File: src/rtl/keypad_pkg.sv
// Shared types for the keypad scanner: FSM state encoding, the queued event
// record, and the key-code width helper.
// No logic and no ports; imported by keypad_scanner and its event FIFO user.
package keypad_pkg;

  typedef enum logic [2:0] {
    ST_IDLE,
    ST_SCAN,
    ST_CONFIRM,
    ST_HELD,
    ST_WAIT_CLR
  } state_e;

  // Widest key index the event record can carry (256 keys).
  localparam int KEY_CODE_MAX_W = 8;

  typedef struct packed {
    logic                      is_release;
    logic [KEY_CODE_MAX_W-1:0] code;
  } key_evt_t;

  function automatic int code_width(input int n_keys);
    return (n_keys > 1) ? $clog2(n_keys) : 1;
  endfunction

endpackage

File: src/rtl/keypad_event_fifo.sv
// Purpose: small synchronous FIFO holding keypad events until the consumer takes them.
// Latency: a push is visible at the head one cycle later; never bypassed.
// Backpressure: a push while full without a same-cycle pop is dropped and flagged by a one-cycle overflow pulse.
// Ports: clock/reset; push_vld/push_dat write side; pop_rdy accepts the head;
//        pop_vld (not empty), pop_dat (head, zero when empty), overflow pulse.
module keypad_event_fifo #(
  parameter int DEPTH = 4,
  parameter int WIDTH = 8
) (
  input  logic             clock,
  input  logic             reset,
  input  logic             push_vld,
  input  logic [WIDTH-1:0] push_dat,
  input  logic             pop_rdy,
  output logic             pop_vld,
  output logic [WIDTH-1:0] pop_dat,
  output logic             overflow
);

  localparam int AW = $clog2(DEPTH);

  logic [WIDTH-1:0] mem_q [DEPTH];
  logic [WIDTH-1:0] mem_d [DEPTH];
  // One extra pointer bit tells full from empty when the indices coincide.
  logic [AW:0]      wr_ptr_q, wr_ptr_d;
  logic [AW:0]      rd_ptr_q, rd_ptr_d;
  logic             overflow_q, overflow_d;

  logic empty, full, pop, push_ok;

  assign empty   = (wr_ptr_q == rd_ptr_q);
  assign full    = (wr_ptr_q[AW] != rd_ptr_q[AW]) &&
                   (wr_ptr_q[AW-1:0] == rd_ptr_q[AW-1:0]);
  assign pop     = !empty && pop_rdy;
  // A pop in the same cycle frees the slot, so a full FIFO still accepts.
  assign push_ok = push_vld && (!full || pop);

  always_comb begin
    mem_d      = mem_q;
    wr_ptr_d   = wr_ptr_q;
    rd_ptr_d   = rd_ptr_q;
    overflow_d = push_vld && full && !pop;
    if (push_ok) begin
      mem_d[wr_ptr_q[AW-1:0]] = push_dat;
      wr_ptr_d                = wr_ptr_q + (AW+1)'(1);
    end
    if (pop) begin
      rd_ptr_d = rd_ptr_q + (AW+1)'(1);
    end
  end

  always_ff @(posedge clock or posedge reset) begin
    if (reset) begin
      for (int i = 0; i < DEPTH; i++) mem_q[i] <= '0;
      wr_ptr_q   <= '0;
      rd_ptr_q   <= '0;
      overflow_q <= 1'b0;
    end else begin
      mem_q      <= mem_d;
      wr_ptr_q   <= wr_ptr_d;
      rd_ptr_q   <= rd_ptr_d;
      overflow_q <= overflow_d;
    end
  end

  assign pop_vld  = !empty;
  assign pop_dat  = empty ? '0 : mem_q[rd_ptr_q[AW-1:0]];
  assign overflow = overflow_q;

endmodule

File: src/rtl/keypad_scanner.sv
// Purpose: scans a row/column key matrix, debounces one key at a time, queues press/release events.
// Latency: row changes reach the FSM after 2 sync flops; decisions happen on the last cycle of each dwell.
// Backpressure: events wait in a FIFO_DEPTH FIFO; an event arriving while full is dropped with an overflow pulse.
// Ports: clock, reset (async, active-high); row sense in; col drive out;
//        key_valid/key_ready/key_code/key_release event handshake; overflow pulse.
module keypad_scanner
  import keypad_pkg::*;
#(
  parameter int  N_ROWS     = 4,
  parameter int  N_COLS     = 4,
  parameter int  SCAN_DIV   = 16,
  parameter int  DEBOUNCE   = 4,
  parameter int  FIFO_DEPTH = 4,
  localparam int CODE_W     = code_width(N_ROWS * N_COLS)
) (
  input  logic              clock,
  input  logic              reset,
  input  logic [N_ROWS-1:0] row,
  output logic [N_COLS-1:0] col,
  output logic              key_valid,
  input  logic              key_ready,
  output logic [CODE_W-1:0] key_code,
  output logic              key_release,
  output logic              overflow
);

  localparam int RW = (N_ROWS > 1) ? $clog2(N_ROWS) : 1;
  localparam int CW = $clog2(N_COLS);
  localparam int TW = $clog2(SCAN_DIV);
  localparam int NW = $clog2(DEBOUNCE + 1);

  state_e            state_q, state_d;
  logic [N_ROWS-1:0] sync1_q, sync1_d;
  logic [N_ROWS-1:0] sync2_q, sync2_d;
  logic [TW-1:0]     dwell_q, dwell_d;
  logic [NW-1:0]     cnt_q, cnt_d;
  logic [CW-1:0]     c_q, c_d;
  logic [RW-1:0]     r_q, r_d;
  logic [N_COLS-1:0] col_q, col_d;

  logic              dwell_last;
  logic [NW-1:0]     cnt_inc;
  logic [RW-1:0]     r_hit;
  logic [N_ROWS-1:0] row_mask;
  logic              evt_push, evt_rel;
  key_evt_t          evt_in, head;

  assign dwell_last = (dwell_q == TW'(SCAN_DIV - 1));
  assign cnt_inc    = cnt_q + NW'(1);
  assign row_mask   = N_ROWS'(1) << r_q;

  // Row index of the set bit; only meaningful when the sample is one-hot.
  always_comb begin
    r_hit = '0;
    for (int i = 0; i < N_ROWS; i++) begin
      if (sync2_q[i]) r_hit = RW'(i);
    end
  end

  always_comb begin
    state_d  = state_q;
    sync1_d  = row;
    sync2_d  = sync1_q;
    dwell_d  = dwell_last ? '0 : dwell_q + TW'(1);
    cnt_d    = cnt_q;
    c_d      = c_q;
    r_d      = r_q;
    evt_push = 1'b0;
    evt_rel  = 1'b0;
    case (state_q)
      ST_IDLE: begin
        // Dwell timing restarts so the first column gets a full dwell.
        dwell_d = '0;
        cnt_d   = '0;
        if (|sync2_q) begin
          state_d = ST_SCAN;
          c_d     = '0;
        end
      end
      ST_SCAN: if (dwell_last) begin
        if (sync2_q == '0) begin
          if (c_q == CW'(N_COLS - 1)) state_d = ST_IDLE;
          else                        c_d     = c_q + CW'(1);
        end else if ($onehot(sync2_q)) begin
          r_d = r_hit;
          if (DEBOUNCE == 1) begin
            evt_push = 1'b1;
            cnt_d    = '0;
            state_d  = ST_HELD;
          end else begin
            cnt_d    = NW'(1);
            state_d  = ST_CONFIRM;
          end
        end else begin
          // Several rows on one column: cannot tell real keys from ghosts.
          cnt_d   = '0;
          state_d = ST_WAIT_CLR;
        end
      end
      ST_CONFIRM: if (dwell_last) begin
        if (sync2_q == row_mask) begin
          if (cnt_inc == NW'(DEBOUNCE)) begin
            evt_push = 1'b1;
            cnt_d    = '0;
            state_d  = ST_HELD;
          end else begin
            cnt_d = cnt_inc;
          end
        end else begin
          state_d = ST_IDLE;
        end
      end
      ST_HELD: if (dwell_last) begin
        // Only the captured row matters; other keys on this column are ignored.
        if (!sync2_q[r_q]) begin
          if (cnt_inc == NW'(DEBOUNCE)) begin
            evt_push = 1'b1;
            evt_rel  = 1'b1;
            cnt_d    = '0;
            state_d  = ST_IDLE;
          end else begin
            cnt_d = cnt_inc;
          end
        end else begin
          cnt_d = '0;
        end
      end
      ST_WAIT_CLR: if (dwell_last) begin
        if (sync2_q == '0) begin
          if (cnt_inc == NW'(DEBOUNCE)) begin
            cnt_d   = '0;
            state_d = ST_IDLE;
          end else begin
            cnt_d = cnt_inc;
          end
        end else begin
          cnt_d = '0;
        end
      end
      default: state_d = ST_IDLE;
    endcase
    // Column drive follows the next state so it is registered with it.
    if (state_d == ST_IDLE || state_d == ST_WAIT_CLR) col_d = '1;
    else                                               col_d = N_COLS'(1) << c_d;
  end

  always_ff @(posedge clock or posedge reset) begin
    if (reset) begin
      state_q <= ST_IDLE;
      sync1_q <= '0;
      sync2_q <= '0;
      dwell_q <= '0;
      cnt_q   <= '0;
      c_q     <= '0;
      r_q     <= '0;
      col_q   <= '1;
    end else begin
      state_q <= state_d;
      sync1_q <= sync1_d;
      sync2_q <= sync2_d;
      dwell_q <= dwell_d;
      cnt_q   <= cnt_d;
      c_q     <= c_d;
      r_q     <= r_d;
      col_q   <= col_d;
    end
  end

  always_comb begin
    evt_in.is_release = evt_rel;
    evt_in.code       = KEY_CODE_MAX_W'(32'(r_d) * N_COLS + 32'(c_d));
  end

  keypad_event_fifo #(
    .DEPTH (FIFO_DEPTH),
    .WIDTH ($bits(key_evt_t))
  ) u_fifo (
    .clock    (clock),
    .reset    (reset),
    .push_vld (evt_push),
    .push_dat (evt_in),
    .pop_rdy  (key_ready),
    .pop_vld  (key_valid),
    .pop_dat  (head),
    .overflow (overflow)
  );

  assign col         = col_q;
  assign key_code    = head.code[CODE_W-1:0];
  assign key_release = head.is_release;

  // Upper code bits are always zero for this matrix size.
  if (CODE_W < KEY_CODE_MAX_W) begin : g_code_hi
    logic unused_code_hi;
    assign unused_code_hi = |head.code[KEY_CODE_MAX_W-1:CODE_W];
  end

endmodule

File: config.mk
export PLATFORM = sky130hd
export DESIGN_NAME = keypad_scanner
export DESIGN_NICKNAME = d
export VERILOG_FILES = /design/src/rtl/keypad_pkg.sv /design/src/rtl/keypad_event_fifo.sv /design/src/rtl/keypad_scanner.sv
export SDC_FILE = /design/constraint.sdc
export NUM_CORES = 1
export LEC_CHECK = 0
export ABC_CLOCK_PERIOD_IN_PS = 5350
export CAP_MARGIN = 20
export CORE_MARGIN = 2
export CORE_UTILIZATION = 44
export DETAILED_ROUTE_END_ITERATION = 12
export PLACE_DENSITY = 0.58
export SYNTH_ARGS = -nofsm -noshare
export SYNTH_HDL_FRONTEND = slang
export SYNTH_SLANG_ARGS = --single-unit
File: constraint.sdc
create_clock -name clock -period 5.35 [get_ports clock]
set_input_delay 1.605 -clock clock [delete_from_list [all_inputs] [get_ports clock]]
set_output_delay 1.605 -clock clock [all_outputs]
set_load 0.02 [all_outputs]
==> results of run 1 <==
[how the worst max path moves through the flow]
stage | endpoint | slack [ns] | start
4_1_cts | key_code[1] | 1.49 | u_fifo.rd_ptr_q[0]
2_1_floorplan | u_fifo.mem_q[2] | 2.20 | sync2_q[3]
3_5_place_dp | key_code[1] | 1.85 | u_fifo.rd_ptr_q[0]
3_3_place_gp | key_code[3] | 1.85 | u_fifo.rd_ptr_q[0]
5_1_grt | key_release | 1.36 | u_fifo.rd_ptr_q[0]
6_report | key_code[1] | 1.53 | u_fifo.rd_ptr_q[0]
[metrics by stage]
step / cell area (µm²) / utilization, % / setup slack, ns
floorplan: 2860 / - / 2.20
global placement: 3080 / 48.8 / 1.85
detailed placement: 3080 / 48.8 / 1.85
CTS: 3190 / 50.5 / 1.49
global route: 3190 / 50.5 / 1.36
finish: 3190 / 50.5 / 1.53
[final cells by class]
cell class | instances | area (µm²)
fill | 581 | 3130
multi-input combinational | 153 | 1430
sequential | 53 | 1330
timing repair buffer | 18 | 178
clock buffer | 7 | 96.3
tap | 77 | 96.3
inverter | 12 | 45.0
clock inverter | 1 | 8.76
[power by group through the flow]
stage	Clock, mW	Combinational, mW	Sequential (mW)
floorplan	0	0.213	0.492
global placement	0	0.260	0.499
detailed placement	0	0.262	0.497
CTS	0.264	0.264	0.490
global route	0.281	0.294	0.498
finish	0.254	0.260	0.491
[kinds of logic (layout without fill, tap and decap cells)]
| group | Yosys count | count (layout) |
|---|---|---|
| flops | 53 | 53 |
| xor+xnor | 10 | 10 |
| compound gates | 28 | 28 |
| fa+ha+maj | 12 | 12 |
| mux | 32 | 32 |
| simple gates | 71 | 71 |
| buf+inv | 19 | 38 |
[placed cells by master, fill, tap and decap left out, types with 2 or more instances in the layout]
cell / Yosys / layout
dfrtp_1: 49 / 49
clkdlybuf4s50_1: 0 / 17
mux2_2: 15 / 15
nor2_1: 12 / 12
inv_1: 12 / 11
ha_1: 11 / 11
xnor2_1: 7 / 7
nand2_1: 7 / 7
and2_1: 7 / 7
clkbuf_8: 0 / 7
o21ai_0: 6 / 6
nor3_1: 5 / 5
mux2_4: 5 / 5
mux4_2: 5 / 5
nand3_1: 4 / 4
nand4_4: 4 / 4
a21oi_1: 4 / 4
mux2_1: 4 / 4
dfstp_2: 4 / 4
xor2_1: 3 / 3
and2b_1: 3 / 3
nand2b_1: 3 / 3
mux2i_1: 2 / 2
or3_1: 2 / 2
nor4b_1: 2 / 2
and3_1: 2 / 2
a211o_1: 2 / 2
or2_2: 2 / 2
o21bai_1: 2 / 2
[worst register-to-register path: stages, from the launching register on]
cell and delay, ns:
dfrtp_1 0.59, inv_1 0.13, fa_1 0.49, inv_1 0.05, ha_1 0.17, ha_1 0.25, or3b_2 0.51, or3_4 0.38
nor2_4 0.14, mux2_2 0.40, mux2_4 0.27
[layer usage]
| metal | wire (µm) | vias up |
|---|---|---|
| met2 | 2200 | 17 |
| met3 | 105 | 4 |
| met4 | 43 | 0 |
| met1 | 2690 | 873 |
| met5 | 0 | - |
| li1 | - | 848 |
[state kept, by name, indices dropped and copies added, names as in the netlist, 3 cells and up]
name             flops
u_fifo.mem_q        20
col                  4
dwell_q              4
sync1_q              4
sync2_q              4
cnt_q                3
state_q              3
u_fifo.rd_ptr_q      3
u_fifo.wr_ptr_q      3
==> summary.txt, run 1 <==
Status
  • Outcome: complete, no violations

Worst setup path
  • Max FO, Critical Path: 8
  • Worst-path cell chain: mux4_2 > and2_1 > clkdlybuf4s50_1
  • Required time of the worst setup path: 3.74 ns
  • Reg-to-reg critical path endpoint: u_fifo.mem_q[2]
  • Critical path arrival: 2.21 ns
  • Crit path kind: flip-flop to output port
  • Critical-path top delay cell: dfrtp_1
  • Reg2Reg Depth: 10
  • Crit. path cell count: 3
  • Peak per-stage delay on the critical path: 0.64 ns
  • Critical R2R Launch: sync2_q[3]
  • Reg2Reg Setup Slack: 1.87 ns
  • Startpoint type of the worst setup path: flip-flop
  • Top delay family on crit path: flip-flops
  • CP Capture Type: output port
  • Sum of buffers and inverters on the critical path: 1

Synth
  • FFs w/ async S/R, synth: 100%
  • Adder-Cell Fraction of Synth Area: 5.51%
  • Synth area leaders: dfrtp_1 (43%), mux2_2 (5.9%), ha_1 (4.8%)
  • Post-synth top cells: dfrtp_1 (49), mux2_2 (15), inv_1 (12), nor2_1 (12), ha_1 (11)
  • Yosys reg bits: 53
  • Yosys warns: 0
  • Post-synthesis cell area: 2860 µm²
  • XOR/XNOR Fraction of Synth Area: 3.06%
  • Compound-cell area share of the yosys netlist: 7.43%
  • Synth top area share: 42.9%
  • Main combinational cell family by area after synthesis: simple AND/OR/NAND/NOR gates
  • Syn Inst Count: 225
  • Share of the yosys chip area belonging to registers: 46.5%
  • Synth Area in Simple Gates: 18.4%
  • Multiplexer share of the synthesized area: 15.7%
  • Synth area leader: dfrtp_1
  • EDFF count, synth: 0
  • Most frequent cell after synthesis: dfrtp_1
  • Count of cell types in the netlist: 64
  • Syn Area/Cell: 12.7 µm²
  • Syn Nets: 244
  • Predominant post-synthesis flop cell: dfrtp_1

Timing
  • Tmin final: 3.82 ns
  • Worst Max-Slew Pin Slew: 0.605 ns
  • Final setup TNS: 0 ns
  • WHS: 0.355 ns
  • Tcrit/Tclk final: 71.4%
  • Max Freq: 262 MHz
  • RSZ-0062 raised after global routing: no
  • Pins Over Slew Limit: 0
  • Final count of hold timing violations: 0
  • Worst Skew: 0.0117 ns
  • Setup violators final: 0
  • Slew headroom: 59.3%

Routing
  • Via count: 1,742
  • DRC Markers: 0
  • DRT Wirelength: 5030 µm
  • WL per Instance: 15.7 µm
  • Initial drt markers: 64
  • Routed vias/inst: 5.43
  • Drt first pass iters: 4
  • DRT antenna net count: 0

Clock network
  • Setup Fix Bufs, Post-CTS: 0
  • Clk sink count: 53
  • Clk Latency, worst-skew pair: 0.31 ns
  • Clock root buffer: clkbuf_8
  • Maximum clock path buffer count: 2
  • CTS clk-pin slew, worst paths: 0.10 ns
  • TritonCTS clock tree: done
  • CTS Buf Count: 5
  • CTS HTree Levels: 2
  • CTS hold repair buffers: 0
  • Post-cts sizing count: 0

Cells and area
  • Layout Cells excl Fill: 321
  • N_diodes: 0
  • Area grow syn2layout: 11.4%
  • NumNets Final: 262
  • Layout cells sized above 1: 24.2%

Placed design
  • Dpl hpwl: 3720 µm
  • Routability cong.: 0.789
  • IO Port Bufs: 17
  • DP Cell Count: 313

Global route
  • Antenna violations before repair: 0
  • Global-route track usage on met2: 23.0%
  • GR Overflow Total: 0
  • Grt met3 use: 3.44%
  • Grt met1 use: 23.4%
  • Most Crowded Layer GR: met1
  • Largest net degree at the start of global routing: 34
  • GR Util All Layers: 15.6%
  • Global-route wire length before repair: 8860 µm
  • Vias in the first global route: 1,758

Floorplan
  • Starting Density: 45.3%
  • Chip height: 84.6 µm
  • I/O pin cnt: 18
  • Row count: 29
  • Die footprint: 7160 µm²
  • Die W: 84.6 µm
  • Core area: 6310 µm²

Power
  • Logic pwr share: 25.9%
  • Clk pwr share: 25.3%
  • Max VDD drop: 179 µV
  • Flop pwr share: 48.9%
  • Pleak: 1.45 nW
  • Total chip power: 1.00 mW
  • Internal power: 0.687 mW
  • PD cells: 315 nW/µm²
  • Switching part of the total power: 31.6%
  • P_sw: 0.317 mW

Worst hold path
  • Hold_sp: sync1_q[3]
  • Worst hold stages: 0
  • Worst Hold Path EP: sync2_q[3]
  • Hold Path Class: flip-flop to flip-flop

Flow run
  • MaxCap Viol Count: 0
No activity file was read; power rests on OpenSTA's default activity.
==> inputs of run 2 (changes only) <==
ABC_CLOCK_PERIOD_IN_PS = 3780   (was 5350)
clock period = 3.78 ns   (was 5.35 ns; I/O delays follow)
==> summary.txt, run 2 (synthesized netlist as in run 1, its figures left out) <==
Timing
  • Tcrit/Tclk final: 89.7%
  • Final count of hold timing violations: 0 (unchanged)
  • Worst Skew: 0.00889 ns (-0.00278 ns)
  • Final setup margin: 0.389 ns (-1.14 ns)
  • Tmin final: 3.39 ns
  • Max Freq: 295 MHz
  • Slew headroom: 59.7% (+0.38 points)
  • Final setup TNS: 0 ns (unchanged)
  • RSZ-0062 raised after global routing: no
  • Setup violators final: 0 (unchanged)
  • Pins Over Slew Limit: 0 (unchanged)
  • Worst Max-Slew Pin Slew: 0.600 ns (-0.00570 ns)

Routing
  • WL per Instance: 15.7 µm (about the same)
  • Initial drt markers: 92 (+44%)
  • DRC Markers: 0 (unchanged)
  • DRT Wirelength: 5050 µm (+0.34%)
  • Drt first pass iters: 4 (unchanged)
  • Via count: 1,751 (+0.52%)
  • Routed vias/inst: 5.44 (+0.20%)
  • DRT antenna net count: 0 (unchanged)

Floorplan
  • I/O pin cnt: 18 (unchanged)
  • Die W: 84.6 µm (unchanged)
  • Starting Density: 45.3% (unchanged)
  • Die footprint: 7160 µm² (unchanged)
  • Row count: 29 (unchanged)
  • Chip height: 84.6 µm (unchanged)
  • Core area: 6310 µm² (unchanged)

Cells and area
  • Final Cell Area: 3190 µm² (about the same)
  • Most frequent cells in the layout: dfrtp_1 (49), clkdlybuf4s50_1 (17), mux2_2 (15), nor2_1 (12)
  • Commonest non-fill, non-tap cell in the layout: dfrtp_1
  • NumNets Final: 263 (+0.38%)
  • N_diodes: 0 (unchanged)
  • Area grow syn2layout: 11.5% (about the same)
  • Register area: 1330 µm² (unchanged)
  • Multi-input logic area: 1430 µm² (unchanged)
  • Largest register FFs: 20 (unchanged)
  • Biggest register: u_fifo.mem_q
  • Fillers: 583 (+0.34%)
  • Layout cells sized above 1: 24.1% (-0.099 points)

Clock network
  • Clk Latency, worst-skew pair: 0.30 ns (about the same)
  • CTS hold repair buffers: 0 (unchanged)
  • Post-cts sizing count: 0 (unchanged)
  • CTS HTree Levels: 2 (unchanged)
  • Maximum clock path buffer count: 2 (unchanged)
  • Setup Fix Bufs, Post-CTS: 0 (unchanged)
  • CTS Buf Count: 5 (unchanged)
  • Clock root buffer: clkbuf_8
  • Clk sink count: 53 (unchanged)
  • CTS clk-pin slew, worst paths: 0.10 ns (about the same)
  • TritonCTS clock tree: done

Power
  • Max VDD drop: 271 µV (+51%)
  • PD cells: 436 nW/µm² (+38%)
  • Total chip power: 1.39 mW (+38%)
  • Pleak: 1.45 nW (about the same)

Global route
  • Antenna violations before repair: 0 (unchanged)
  • GR Overflow Total: 0 (unchanged)
  • Global-route wire length before repair: 8790 µm (-0.78%)
  • Largest net degree at the start of global routing: 54 (+59%)
  • Vias in the first global route: 1,711 (-2.7%)
  • GR Util All Layers: 15.6% (+0.024 points)

Worst setup path
  • Crit path kind: flip-flop to output port
  • Worst-path cell chain: mux4_2 > and2_1 > clkdlybuf4s50_1
  • Critical path arrival: 2.26 ns (+0.05 ns)
  • CP Capture Type: output port
  • Reg-to-reg critical path endpoint: u_fifo.mem_q[2]
  • Required time of the worst setup path: 2.65 ns (-1.09 ns)
  • Reg2Reg Setup Slack: 0.40 ns (-1.47 ns)
  • Critical R2R Launch: sync2_q[3]
  • Critical-path top delay cell: dfrtp_1
  • Peak per-stage delay on the critical path: 0.68 ns (+0.04 ns)
  • Max FO, Critical Path: 8 (unchanged)
  • Reg2Reg Depth: 10 (unchanged)
  • Startpoint type of the worst setup path: flip-flop
  • Crit. Startpoint: u_fifo.rd_ptr_q[0]

Placed design
  • Routability cong.: 0.802 (+1.6%)
  • Placed Area: 3100 µm² (+0.65%)
  • IO Port Bufs: 17 (unchanged)
  • Post-Place Setup Slack: 0.428 ns (-1.42 ns)
  • Dpl hpwl: 3620 µm (-2.9%)

Status
  • Outcome: complete, no violations

Worst hold path
  • Hold Path Class: flip-flop to flip-flop
  • Hold_sp: sync1_q[1]
  • Worst Hold Path EP: sync2_q[1]
  • Worst hold stages: 0 (unchanged)

Flow run
  • MaxCap Viol Count: 0 (unchanged)
run 2: cell count changes in the layout (fill, tap and decap cells not counted), sizes merged:
cell / change
buf: +1
clkbuf: -1
clkinv: +1
run 2: layout make-up:
type / instances / share of cell area (%)
Multi-Input combinational cell: 153 / 44.9
Sequential cell: 53 / 41.7
Timing Repair Buffer: 19 / 6.20
Tap cell: 77 / 3.02
Clock buffer: 6 / 2.28
Inverter: 12 / 1.41
Clock inverter: 2 / 0.432
run 2: worst max-delay path, delay by kind of cell, from the launching register on:
kind / cells / cell delay, ns
AND/OR/NAND/NOR: 1 / 0.17
flip-flops: 1 / 0.68
buffers and inverters: 1 / 0.53
multiplexers: 1 / 0.58
run 2: stage by stage:
| stage | hold slack (ns) | util (%) | std cells |
|---|---|---|---|
| finish | 0.356 | 50.5 | 322 |
| global route | 0.379 | 50.5 | 322 |
| CTS | 0.359 | 50.5 | 322 |
| detailed placement | 0.337 | 49.1 | 314 |
| global placement | 0.335 | 49.1 | 314 |
| floorplan | 0.331 | - | 225 |
run 2: metal layers:
metal	up-vias	share of wire, %	GRT usage (%)
li1	847	-	-
met1	871	50	23.6
met2	31	46	22.7
met3	2	4.0	3.34
met4	0	0.57	4.33
met5	-	0	0
run 2: worst max path at each step:
stage                       to  slack [ns]  cells past startpoint
6_report           key_code[2]        0.39                      3
5_1_grt            key_code[1]        0.23                      5
4_1_cts            key_code[2]        0.35                      3
3_5_place_dp   u_fifo.mem_q[2]        0.43                     10
3_3_place_gp   u_fifo.mem_q[2]        0.46                     10
2_1_floorplan  u_fifo.mem_q[2]        0.63                     11
run 2: power by group:
| group | leakage, nW | internal (mW) | switching (mW) |
|---|---|---|---|
| Clock | 0.0456 | 0.133 | 0.191 |
| Combinational | 0.708 | 0.172 | 0.200 |
| Sequential | 0.697 | 0.633 | 0.0630 |
| Total | 1.45 | 0.937 | 0.453 |
